--- config.mk ---
export PLATFORM = sky130hd
export DESIGN_NAME = posit_decode_pipe_flat
export DESIGN_NICKNAME = d
export VERILOG_FILES = /design/src/rtl/posit_decode_pipe.sv /design/src/rtl/posit_decode_pipe_if.sv /design/src/flat_wrapper.sv
export SDC_FILE = /design/constraint.sdc
export NUM_CORES = 1
export LEC_CHECK = 0
export BUFFER_PORTS_ARGS = -buffer_cell sky130_fd_sc_hd__buf_4
export CORE_ASPECT_RATIO = 0.8
export CORE_MARGIN = 10
export CORE_UTILIZATION = 50
export CTS_CLUSTER_DIAMETER = 80
export CTS_CLUSTER_SIZE = 25
export DETAILED_ROUTE_END_ITERATION = 16
export PLACE_DENSITY = 0.73
export SETUP_SLACK_MARGIN = 0.05
export SLEW_MARGIN = 20
export SYNTH_ARGS = -nofsm -noshare
export SYNTH_HDL_FRONTEND = slang
export SYNTH_SLANG_ARGS = --single-unit
export TNS_END_PERCENT = 20
--- constraint.sdc ---
create_clock -name clk_i -period 7.9 [get_ports clk_i]
set_input_delay 0.395 -clock clk_i [delete_from_list [all_inputs] [get_ports clk_i]]
set_output_delay 0.395 -clock clk_i [all_outputs]
set_load 0.01 [all_outputs]
--- src/rtl/posit_decode_pipe.sv ---
// Two-stage posit decoder: stage 1 takes the magnitude, stage 2 splits the
// regime/exponent/fraction fields into a signed scale and a normalised mantissa.
package posit_pkg;
    typedef enum logic [1:0] {
        POSIT8_ES1  = 2'd0,
        POSIT16_ES1 = 2'd1,
        POSIT16_ES2 = 2'd2,
        POSIT32_ES2 = 2'd3
    } posit_format_e;

    function automatic int posit_width(posit_format_e f);
        case (f)
            POSIT8_ES1:               return 8;
            POSIT16_ES1, POSIT16_ES2: return 16;
            default:                  return 32;
        endcase
    endfunction

    function automatic int exp_bits(posit_format_e f);
        case (f)
            POSIT8_ES1, POSIT16_ES1: return 1;
            default:                 return 2;
        endcase
    endfunction
endpackage

module posit_decode_pipe
    import posit_pkg::*;
#(
    parameter posit_format_e pFormat = posit_format_e'(0)
) (
    input  logic               clk_i,
    input  logic               rst_ni,
    input  logic               flush_i,
    posit_decode_pipe_if.slave io
);
    localparam int N  = posit_width(pFormat);
    localparam int ES = exp_bits(pFormat);
    localparam int RS = $clog2(N);
    localparam int MW = N - ES - 2;
    localparam int SW = RS + ES + 2;

    logic          s1_valid;
    logic          s2_valid;
    logic          s1_sign;
    logic [N-2:0]  s1_body;
    logic          s1_zero;
    logic          s1_nar;

    logic          s2_ready;
    logic          s1_advance;
    logic          load_s1;
    logic [N-2:0]  in_body;

    logic          run_bit;
    logic [RS-1:0] run_len;
    logic          run_open;
    logic [RS:0]   sh_amt;
    logic [N-2:0]  shifted;
    logic [N-4:0]  ef_bits;
    logic [RS:0]   k_bits;
    logic [SW-1:0] scale_comb;

    assign s2_ready      = !s2_valid || io.out_ready_i;
    assign s1_advance    = s1_valid && s2_ready;
    assign io.in_ready_o = (!s1_valid || s1_advance) && !flush_i;
    assign io.out_valid_o = s2_valid;
    assign load_s1       = io.in_valid_i && io.in_ready_o;

    // Low bits of a two's-complement negation depend only on the low bits.
    assign in_body = io.in_posit_i[N-1] ? (-io.in_posit_i[N-2:0]) : io.in_posit_i[N-2:0];

    always_comb begin
        run_bit  = s1_body[N-2];
        run_len  = '0;
        run_open = 1'b1;
        for (int i = N - 2; i >= 0; i--) begin
            if (run_open && (s1_body[i] == run_bit)) begin
                run_len = run_len + RS'(1);
            end else begin
                run_open = 1'b0;
            end
        end
    end

    // Shifting out the run plus its terminator leaves exponent then fraction at the top;
    // a shift of N (no terminator) clears everything, giving the implicit zero bits.
    assign sh_amt     = {1'b0, run_len} + (RS+1)'(1);
    assign shifted    = s1_body << sh_amt;
    assign ef_bits    = (N-3)'(shifted >> 2);
    assign k_bits     = run_bit ? ({1'b0, run_len} - (RS+1)'(1)) : (-{1'b0, run_len});
    assign scale_comb = ({{(ES+1){k_bits[RS]}}, k_bits} << ES) | SW'(ef_bits[N-4 -: ES]);

    always_ff @(posedge clk_i or negedge rst_ni) begin
        if (!rst_ni) begin
            s1_valid <= 1'b0;
            s2_valid <= 1'b0;
        end else if (flush_i) begin
            s1_valid <= 1'b0;
            s2_valid <= 1'b0;
        end else begin
            if (s2_ready) begin
                s2_valid <= s1_valid;
            end
            if (!s1_valid || s1_advance) begin
                s1_valid <= io.in_valid_i;
            end
        end
    end

    always_ff @(posedge clk_i) begin
        if (load_s1) begin
            s1_sign <= io.in_posit_i[N-1];
            s1_body <= in_body;
            s1_zero <= (io.in_posit_i == '0);
            s1_nar  <= io.in_posit_i[N-1] && (io.in_posit_i[N-2:0] == '0);
        end
        if (s1_advance) begin
            io.out_sign_o <= s1_sign;
            io.out_zero_o <= s1_zero;
            io.out_nar_o  <= s1_nar;
            if (s1_zero || s1_nar) begin
                io.out_scale_o <= '0;
                io.out_mant_o  <= '0;
            end else begin
                io.out_scale_o <= scale_comb;
                io.out_mant_o  <= {1'b1, ef_bits[MW-2:0]};
            end
        end
    end
endmodule

--- src/rtl/posit_decode_pipe_if.sv ---
// Handshake bundle for the posit decoder: an encoded-posit input channel and a
// decoded-field output channel, each with its own valid/ready pair.
interface posit_decode_pipe_if #(
    parameter int N  = 8,
    parameter int ES = 1
);
    localparam int RS = $clog2(N);
    localparam int SW = RS + ES + 2;
    localparam int MW = N - ES - 2;

    logic                 in_valid_i;
    logic                 in_ready_o;
    logic [N-1:0]         in_posit_i;

    logic                 out_valid_o;
    logic                 out_ready_i;
    logic                 out_sign_o;
    logic signed [SW-1:0] out_scale_o;
    logic [MW-1:0]        out_mant_o;
    logic                 out_zero_o;
    logic                 out_nar_o;

    modport master (
        output in_valid_i, in_posit_i, out_ready_i,
        input  in_ready_o, out_valid_o, out_sign_o, out_scale_o,
               out_mant_o, out_zero_o, out_nar_o
    );

    modport slave (
        input  in_valid_i, in_posit_i, out_ready_i,
        output in_ready_o, out_valid_o, out_sign_o, out_scale_o,
               out_mant_o, out_zero_o, out_nar_o
    );
endinterface

--- src/flat_wrapper.sv ---
// flat-port wrapper written by rule: the top's interface ports become plain ports
module posit_decode_pipe_flat import posit_pkg::*;
#(
    parameter posit_format_e pFormat = posit_format_e'(0)
)
  (clk_i, rst_ni, flush_i, io_in_valid_i, io_in_posit_i, io_out_ready_i, io_in_ready_o, io_out_valid_o, io_out_sign_o, io_out_scale_o, io_out_mant_o, io_out_zero_o, io_out_nar_o);
  posit_decode_pipe_if io_i ();
  input  logic clk_i;
  input  logic rst_ni;
  input  logic flush_i;
  input wire logic [$bits(io_i.in_valid_i)-1:0] io_in_valid_i;
  input wire logic [$bits(io_i.in_posit_i)-1:0] io_in_posit_i;
  input wire logic [$bits(io_i.out_ready_i)-1:0] io_out_ready_i;
  output wire logic [$bits(io_i.in_ready_o)-1:0] io_in_ready_o;
  output wire logic [$bits(io_i.out_valid_o)-1:0] io_out_valid_o;
  output wire logic [$bits(io_i.out_sign_o)-1:0] io_out_sign_o;
  output wire logic [$bits(io_i.out_scale_o)-1:0] io_out_scale_o;
  output wire logic [$bits(io_i.out_mant_o)-1:0] io_out_mant_o;
  output wire logic [$bits(io_i.out_zero_o)-1:0] io_out_zero_o;
  output wire logic [$bits(io_i.out_nar_o)-1:0] io_out_nar_o;
  assign io_i.in_valid_i = io_in_valid_i;
  assign io_i.in_posit_i = io_in_posit_i;
  assign io_i.out_ready_i = io_out_ready_i;
  assign io_in_ready_o = io_i.in_ready_o;
  assign io_out_valid_o = io_i.out_valid_o;
  assign io_out_sign_o = io_i.out_sign_o;
  assign io_out_scale_o = io_i.out_scale_o;
  assign io_out_mant_o = io_i.out_mant_o;
  assign io_out_zero_o = io_i.out_zero_o;
  assign io_out_nar_o = io_i.out_nar_o;
  posit_decode_pipe #(.pFormat(pFormat)) u_core (.clk_i(clk_i), .rst_ni(rst_ni), .flush_i(flush_i), .io(io_i));
endmodule
======== Yosys cells after proc, flatten, opt, wreduce, memory -nomap -nowiden ========
Index checks and enable logic that the tools add are counted.
word-level totals
  register bits ........................... 26
  bits in latches ......................... 0
  bits in writable memories ............... 0
  memory bits (read-only) ................. 0
  input bits .............................. 13
  output and inout port bits .............. 16
  word-level logic and storage cells ...... 66
  memories ................................ 0
operators by class
  $add $sub $neg .......................... 9
  $mul .................................... 0
  div/mod/pow operators ................... 0
  $lt $le $gt $ge ......................... 0
  equality and inequality tests ........... 6
  shift operators ......................... 1
  multiplexer cells ....................... 18
  bitwise operators ....................... 1
  reduce and logical (&&, ||, !) cells .... 19
operators with widths
  cell                                                                 count
  3-bit by 1-bit adder with 3-bit output (second input constant)       5
  3-bit two-way mux                                                    5
  1-bit logical AND                                                    9
  1-bit two-way mux                                                    9
  8-bit logical NOT                                                    1
  7-bit logical NOT                                                    1
  7-bit two-way mux                                                    1
  7-bit negator                                                        1
  7-bit by 4-bit left shift with 7-bit output                          1
  1-bit equality test                                                  6
  6-bit by 1-bit OR with 6-bit output                                  1
  5-bit two-way mux                                                    1
  3-bit by 1-bit adder with 4-bit output (second input constant)       1
  4-bit two-way mux                                                    1
  3-bit negator with 4-bit output                                      1
  2-bit nonzero test                                                   2
  3-bit by 1-bit subtractor with 4-bit output (second input constant)  1
  1-bit logical NOT                                                    3
  1-bit logical OR                                                     3
  2-bit two-way mux                                                    1

======== Longest topological paths before layout ========
  word-level depth ........................ 15
  mapped depth ............................ 11
  depth with buffers taken out ............ 9

======== Worst setup path after synthesis ========
No wires, ideal clock.
  kind .................................... reg2reg
  start point ............................. register u_core.s1_body[6]
  end point ............................... register u_core.io.out_scale_o[0], data pin
  library setup time ...................... 0.262 ns
  data arrival time ....................... 2.224 ns
  data required time ...................... 7.638 ns
  path slack .............................. 5.414 ns
  stages on the path, launching flop included .. 12
  path buffers ............................ 2
  clock period less this slack ............ 2.486 ns
  cells stage by stage .................... edfxtp_1 > buf_6 > or4_4 > nor3_2 > o21ai_1 > nand2_1 > ha_1 > xnor2_1 > buf_6 > and2_0 > o31ai_1 > a21oi_1
on the way
  longest elaborated chain between the ends .. 15
  elaborated cells between the ends (all ways) .. 30
  classes of those cells .................. add/sub (6); eq/ne (6); shift (1); mux (11); bitwise (1); reduce/logical (5)
RTL lines
  element                                                                      RTL line                                          text
  from (decl)                                                                  posit_decode_pipe.sv:46                           logic [N-2:0] s1_body;
  from (signal assigned)                                                       posit_decode_pipe.sv:114                          s1_body <= in_body;
  1-bit equality test                                                          posit_decode_pipe.sv:78                           if (run_open && (s1_body[i] == run_bit)) begin
  2-bit two-way mux or 1-bit two-way mux (tied branches)                       posit_decode_pipe.sv:78
  3-bit by 1-bit adder with 3-bit output or 1-bit logical AND (tied branches)  posit_decode_pipe.sv:79, posit_decode_pipe.sv:78
  3-bit two-way mux or 1-bit two-way mux (tied branches)                       posit_decode_pipe.sv:78
  3-bit by 1-bit adder with 3-bit output or 1-bit logical AND (tied branches)  posit_decode_pipe.sv:79, posit_decode_pipe.sv:78
  3-bit two-way mux or 1-bit two-way mux (tied branches)                       posit_decode_pipe.sv:78
  3-bit by 1-bit adder with 3-bit output or 1-bit logical AND (tied branches)  posit_decode_pipe.sv:79, posit_decode_pipe.sv:78
  3-bit two-way mux or 1-bit two-way mux (tied branches)                       posit_decode_pipe.sv:78
  3-bit by 1-bit adder with 3-bit output or 1-bit logical AND (tied branches)  posit_decode_pipe.sv:79, posit_decode_pipe.sv:78
  3-bit two-way mux or 1-bit two-way mux (tied branches)                       posit_decode_pipe.sv:78
  3-bit by 1-bit adder with 3-bit output or 1-bit logical AND (tied branches)  posit_decode_pipe.sv:79, posit_decode_pipe.sv:78
  3-bit two-way mux                                                            posit_decode_pipe.sv:78
  3-bit by 1-bit adder with 4-bit output                                       posit_decode_pipe.sv:88                           assign sh_amt = {1'b0, run_len} + (RS+1)'(1);
  7-bit by 4-bit left shift with 7-bit output *                                posit_decode_pipe.sv:89                           assign shifted = s1_body << sh_amt;
  6-bit by 1-bit OR with 6-bit output *                                        posit_decode_pipe.sv:92                           assign scale_comb = ({{(ES+1){k_bits[RS]}}, k_bits} << ES) | SW'(ef_bits[N-4 -: ES]);
  to (signal assigned)                                                         posit_decode_pipe.sv:126                          io.out_scale_o <= scale_comb;
  to (decl)                                                                    posit_decode_pipe_if.sv:31                        output in_ready_o, out_valid_o, out_sign_o, out_scale_o,
Every way passes the cells marked *; elsewhere a longest branch is shown, timed or not.
A chain may end at the register's enable or synchronous reset.

======== Final worst setup path ========
  start point ............................. register u_core.s1_body[6]
  end point ............................... register u_core.io.out_mant_o[3] (netlist name), data pin
on the way
  longest elaborated chain between the ends .. 14
  elaborated cells between the ends (all ways) .. 29
  classes of those cells .................. add/sub (6); eq/ne (6); shift (1); mux (11); reduce/logical (5)
RTL lines
  element                                                                      RTL line                                          text
  1-bit equality test                                                          posit_decode_pipe.sv:78
  2-bit two-way mux or 1-bit two-way mux (tied branches)                       posit_decode_pipe.sv:78
  3-bit by 1-bit adder with 3-bit output or 1-bit logical AND (tied branches)  posit_decode_pipe.sv:79, posit_decode_pipe.sv:78
  3-bit two-way mux or 1-bit two-way mux (tied branches)                       posit_decode_pipe.sv:78
  3-bit by 1-bit adder with 3-bit output or 1-bit logical AND (tied branches)  posit_decode_pipe.sv:79, posit_decode_pipe.sv:78
  3-bit two-way mux or 1-bit two-way mux (tied branches)                       posit_decode_pipe.sv:78
  3-bit by 1-bit adder with 3-bit output or 1-bit logical AND (tied branches)  posit_decode_pipe.sv:79, posit_decode_pipe.sv:78
  3-bit two-way mux or 1-bit two-way mux (tied branches)                       posit_decode_pipe.sv:78
  3-bit by 1-bit adder with 3-bit output or 1-bit logical AND (tied branches)  posit_decode_pipe.sv:79, posit_decode_pipe.sv:78
  3-bit two-way mux or 1-bit two-way mux (tied branches)                       posit_decode_pipe.sv:78
  3-bit by 1-bit adder with 3-bit output or 1-bit logical AND (tied branches)  posit_decode_pipe.sv:79, posit_decode_pipe.sv:78
  3-bit two-way mux                                                            posit_decode_pipe.sv:78
  3-bit by 1-bit adder with 4-bit output                                       posit_decode_pipe.sv:88
  7-bit by 4-bit left shift with 7-bit output *                                posit_decode_pipe.sv:89
  to (signal assigned)                                                         posit_decode_pipe.sv:127                          io.out_mant_o <= {1'b1, ef_bits[MW-2:0]};
  to (decl)                                                                    posit_decode_pipe_if.sv:32                        out_mant_o, out_zero_o, out_nar_o
Marks and branches as above.

==> impl_metrics.json <==
{
  "status": "complete, no violations",
  "yosysSeqAreaShare_pct": 47.8,
  "routed.top_layer": "met4",
  "gp_congestion": 0.867,
  "cts_setup_buffers": 0,
  "slowest_stage": "edfxtp_1",
  "coreArea_um2": 2870,
  "via_per_inst": 5.56,
  "required_ps": 8020,
  "nets": 194,
  "clkLatencyLatePin_ps": 260,
  "clk_pin_slew_ps": 90,
  "finalHoldViolCount": 0,
  "post_drt_wl_per_cell_um": 14.5,
  "mostFrequentLayoutCells": "28 x buf_4, 23 x edfxtp_1, 14 x nor2_1",
  "cts-root-buf": "clkbuf_8",
  "diodes": 0,
  "wl_met2_mm": 1.43,
  "cp_cell_sequence": "or4_4 -> nor3_2 -> o21ai_1 -> nand2_1 -> ha_1 -> xnor2_1 -> nor2b_1 -> a21bo_2 -> a31oi_2",
  "final_common_cell": "buf_4",
  "rows": 17,
  "routed_wl_mm": 3.12,
  "slew_headroom_pct": 33.6,
  "io_pins": 29,
  "cellPowerDensity_nw_per_um2": 169,
  "io_buffer_count": 28,
  "syn_to_final_growth_pct": 16.3,
  "cts.sinks": 25,
  "path_max_fanout": 17,
  "grt_max_degree": 18,
  "r2r_start": "u_core.s1_body[6]",
  "gr-total-overflow": 0,
  "setup_viol": 0,
  "slowest_delay_ps": 690,
  "timing.rr.end": "u_core.io.out_mant_o[3]",
  "wl_met1_mm": 1.41,
  "regToRegSetupSlack_ps": 4760,
  "grt_pass1_vias": 1090,
  "synthArstFlopShare_pct": 8.00,
  "vias": 1196,
  "power_uw": 304,
  "first_pass_iters": 5,
  "n_fill_cell": 237,
  "r2r.worst_path.cells": 9,
  "worstSetupEndpoint": "u_core.io.out_mant_o[3]",
  "numCtsBuffers": 3,
  "slew_violations": 0,
  "arrival_ps": 3260,
  "skew_ps": 4.04,
  "p_leak_nw": 0.672,
  "ir_worst_vdd_uv": 160,
  "antenna_left": 0,
  "synth_seq_cells": 25,
  "wl_met3_um": 250,
  "fp.dieH_um": 69.8,
  "drtIter0Drc": 168,
  "hpwlAfterDp_mm": 2.40,
  "worstMarginPinSlew_ps": 993,
  "drc": 0,
  "startpoint_type": "register",
  "setup_tns_ps": 0,
  "cp-end-kind": "register",
  "antenna_found_initial": 0,
  "min_period_ps": 3140,
  "clk_path_buf_depth": 2,
  "cap_violations": 0,
  "cts_tree": "yes",
  "critical_path_class": "reg -> reg",
  "synth_ff_type": "edfxtp_1",
  "drive_above_1_share_pct": 22.0,
  "crit_start": "u_core.s1_body[6]",
  "synth.distinct_cells": 42,
  "cts_max_level": 1,
  "grt_setup_unrepaired": "no",
  "track_usage_pct": 10.9,
  "die-area_um2": 5740,
  "initial_utilization_pct": 53.9,
  "ys_warn_count": 0,
  "max_freq_ghz": 0.318,
  "die_w_um": 82.2,
  "synth_edf_count": 23,
  "hold_path.class": "in -> reg",
  "synth_area_per_cell_um2": 9.93,
  "syn_nets": 172,
  "netlist_area_um2": 1550,
  "postSynthCellCount": 156,
  "fin_crit_sh_pct": 39.8,
  "grt_pass1_wl_mm": 5.15
}
==> what timing repair did <==
| action | 4_1_cts | 5_1_grt |
|---|---|---|
| hold buffers | 1 | 0 |
| endpoints found under the hold margin | 2 | 0 |
| gates resized for setup | 0 | 0 |
==> cells by family after synthesis <==
kind of cell | share of synthesized area [%]
simple gates | 19.5
compound gates | 19.0
flops | 47.8
buf+inv | 5.57
xor+xnor | 5.65
fa+ha+maj | 2.42
==> state kept, by name, indices dropped and copies added (netlist names) <==
name                   count
u_core.s1_valid            1
u_core.s1_zero             1
u_core.s1_sign             1
u_core.io.out_sign_o       1
u_core.s1_nar              1
u_core.io.out_scale_o      5
u_core.s1_body             7
u_core.io.out_valid_o      1
u_core.io.out_zero_o       1
u_core.io.out_mant_o       5
u_core.io.out_nar_o        1
==> worst max-delay path, delay by kind of cell (launching register included) <==
family          cells  cell delay (ps)
flops               1              690
xor+xnor            1              680
compound gates      3              650
simple gates        4              710
fa+ha+maj           1              250
==> where the power goes <==
group	switching (mW)	internal (mW)	total [mW]
logic	0.0352	0.0310	0.0662
registers	0.00771	0.155	0.162
clock network	0.0399	0.0357	0.0755
==> cell usage after synthesis, drive strengths merged (3+ instances only) <==
cell type / number / area share [%]
xnor2: 10 / 5.7
a211oi: 3 / 1.5
o21a: 3 / 1.5
a31oi: 3 / 1.6
edfxtp: 23 / 45
buf: 3 / 1.9
ha: 3 / 2.4
o21ai: 11 / 3.6
nor2b: 3 / 1.2
nand3: 4 / 1.3
nor3: 12 / 4.2
nor2: 14 / 3.4
o22ai: 3 / 1.2
nand2b: 5 / 2.0
clkbuf: 9 / 2.2
a21oi: 5 / 1.6
inv: 6 / 1.5
nand2: 11 / 2.8
a21boi: 3 / 1.5
==> stage by stage <==
| step | hold WS, ps | setup WS (ps) | area (um2) | utilization, % | std cells |
|---|---|---|---|---|---|
| detailed placement | 180 | 4830 | 1740 | 60.7 | 210 |
| finish | 286 | 4760 | 1800 | 62.7 | 215 |
| floorplan | 99.4 | 5410 | 1550 | - | 156 |
| global placement | 177 | 4980 | 1740 | 60.7 | 210 |
| CTS | 286 | 4780 | 1800 | 62.7 | 215 |
| global route | 281 | 4550 | 1800 | 62.7 | 215 |
==> routing by layer <==
metal  global-route usage (%)  up-vias
li1                         -      605
met4                     2.25        0
met2                     16.6       46
met1                     14.6      541
met3                     3.23        4
met5                        0        -
==> layout make-up <==
| class | instances | area (um2) | share of cell area (%) |
|---|---|---|---|
| Sequential cell | 25 | 741 | 41.1 |
| Multi-Input combinational cell | 113 | 722 | 40.1 |
| Timing Repair Buffer | 29 | 220 | 12.2 |
| Tap cell | 38 | 47.5 | 2.64 |
| Clock buffer | 3 | 41.3 | 2.29 |
| Inverter | 6 | 22.5 | 1.25 |
| Clock inverter | 1 | 7.51 | 0.417 |
==> worst min-delay path by stage <==
stage	start	end	slack, ps	cells past startpoint
after floorplan	rst_ni	u_core.io.out_valid_o	100	0
after global placement	rst_ni	u_core.io.out_valid_o	180	1
after detailed placement	rst_ni	u_core.io.out_valid_o	180	1
after CTS	flush_i	u_core.io.out_valid_o	290	2
after global routing	flush_i	u_core.io.out_valid_o	280	2
final	flush_i	u_core.io.out_valid_o	290	2
Power figures use the tool's default switching activity.
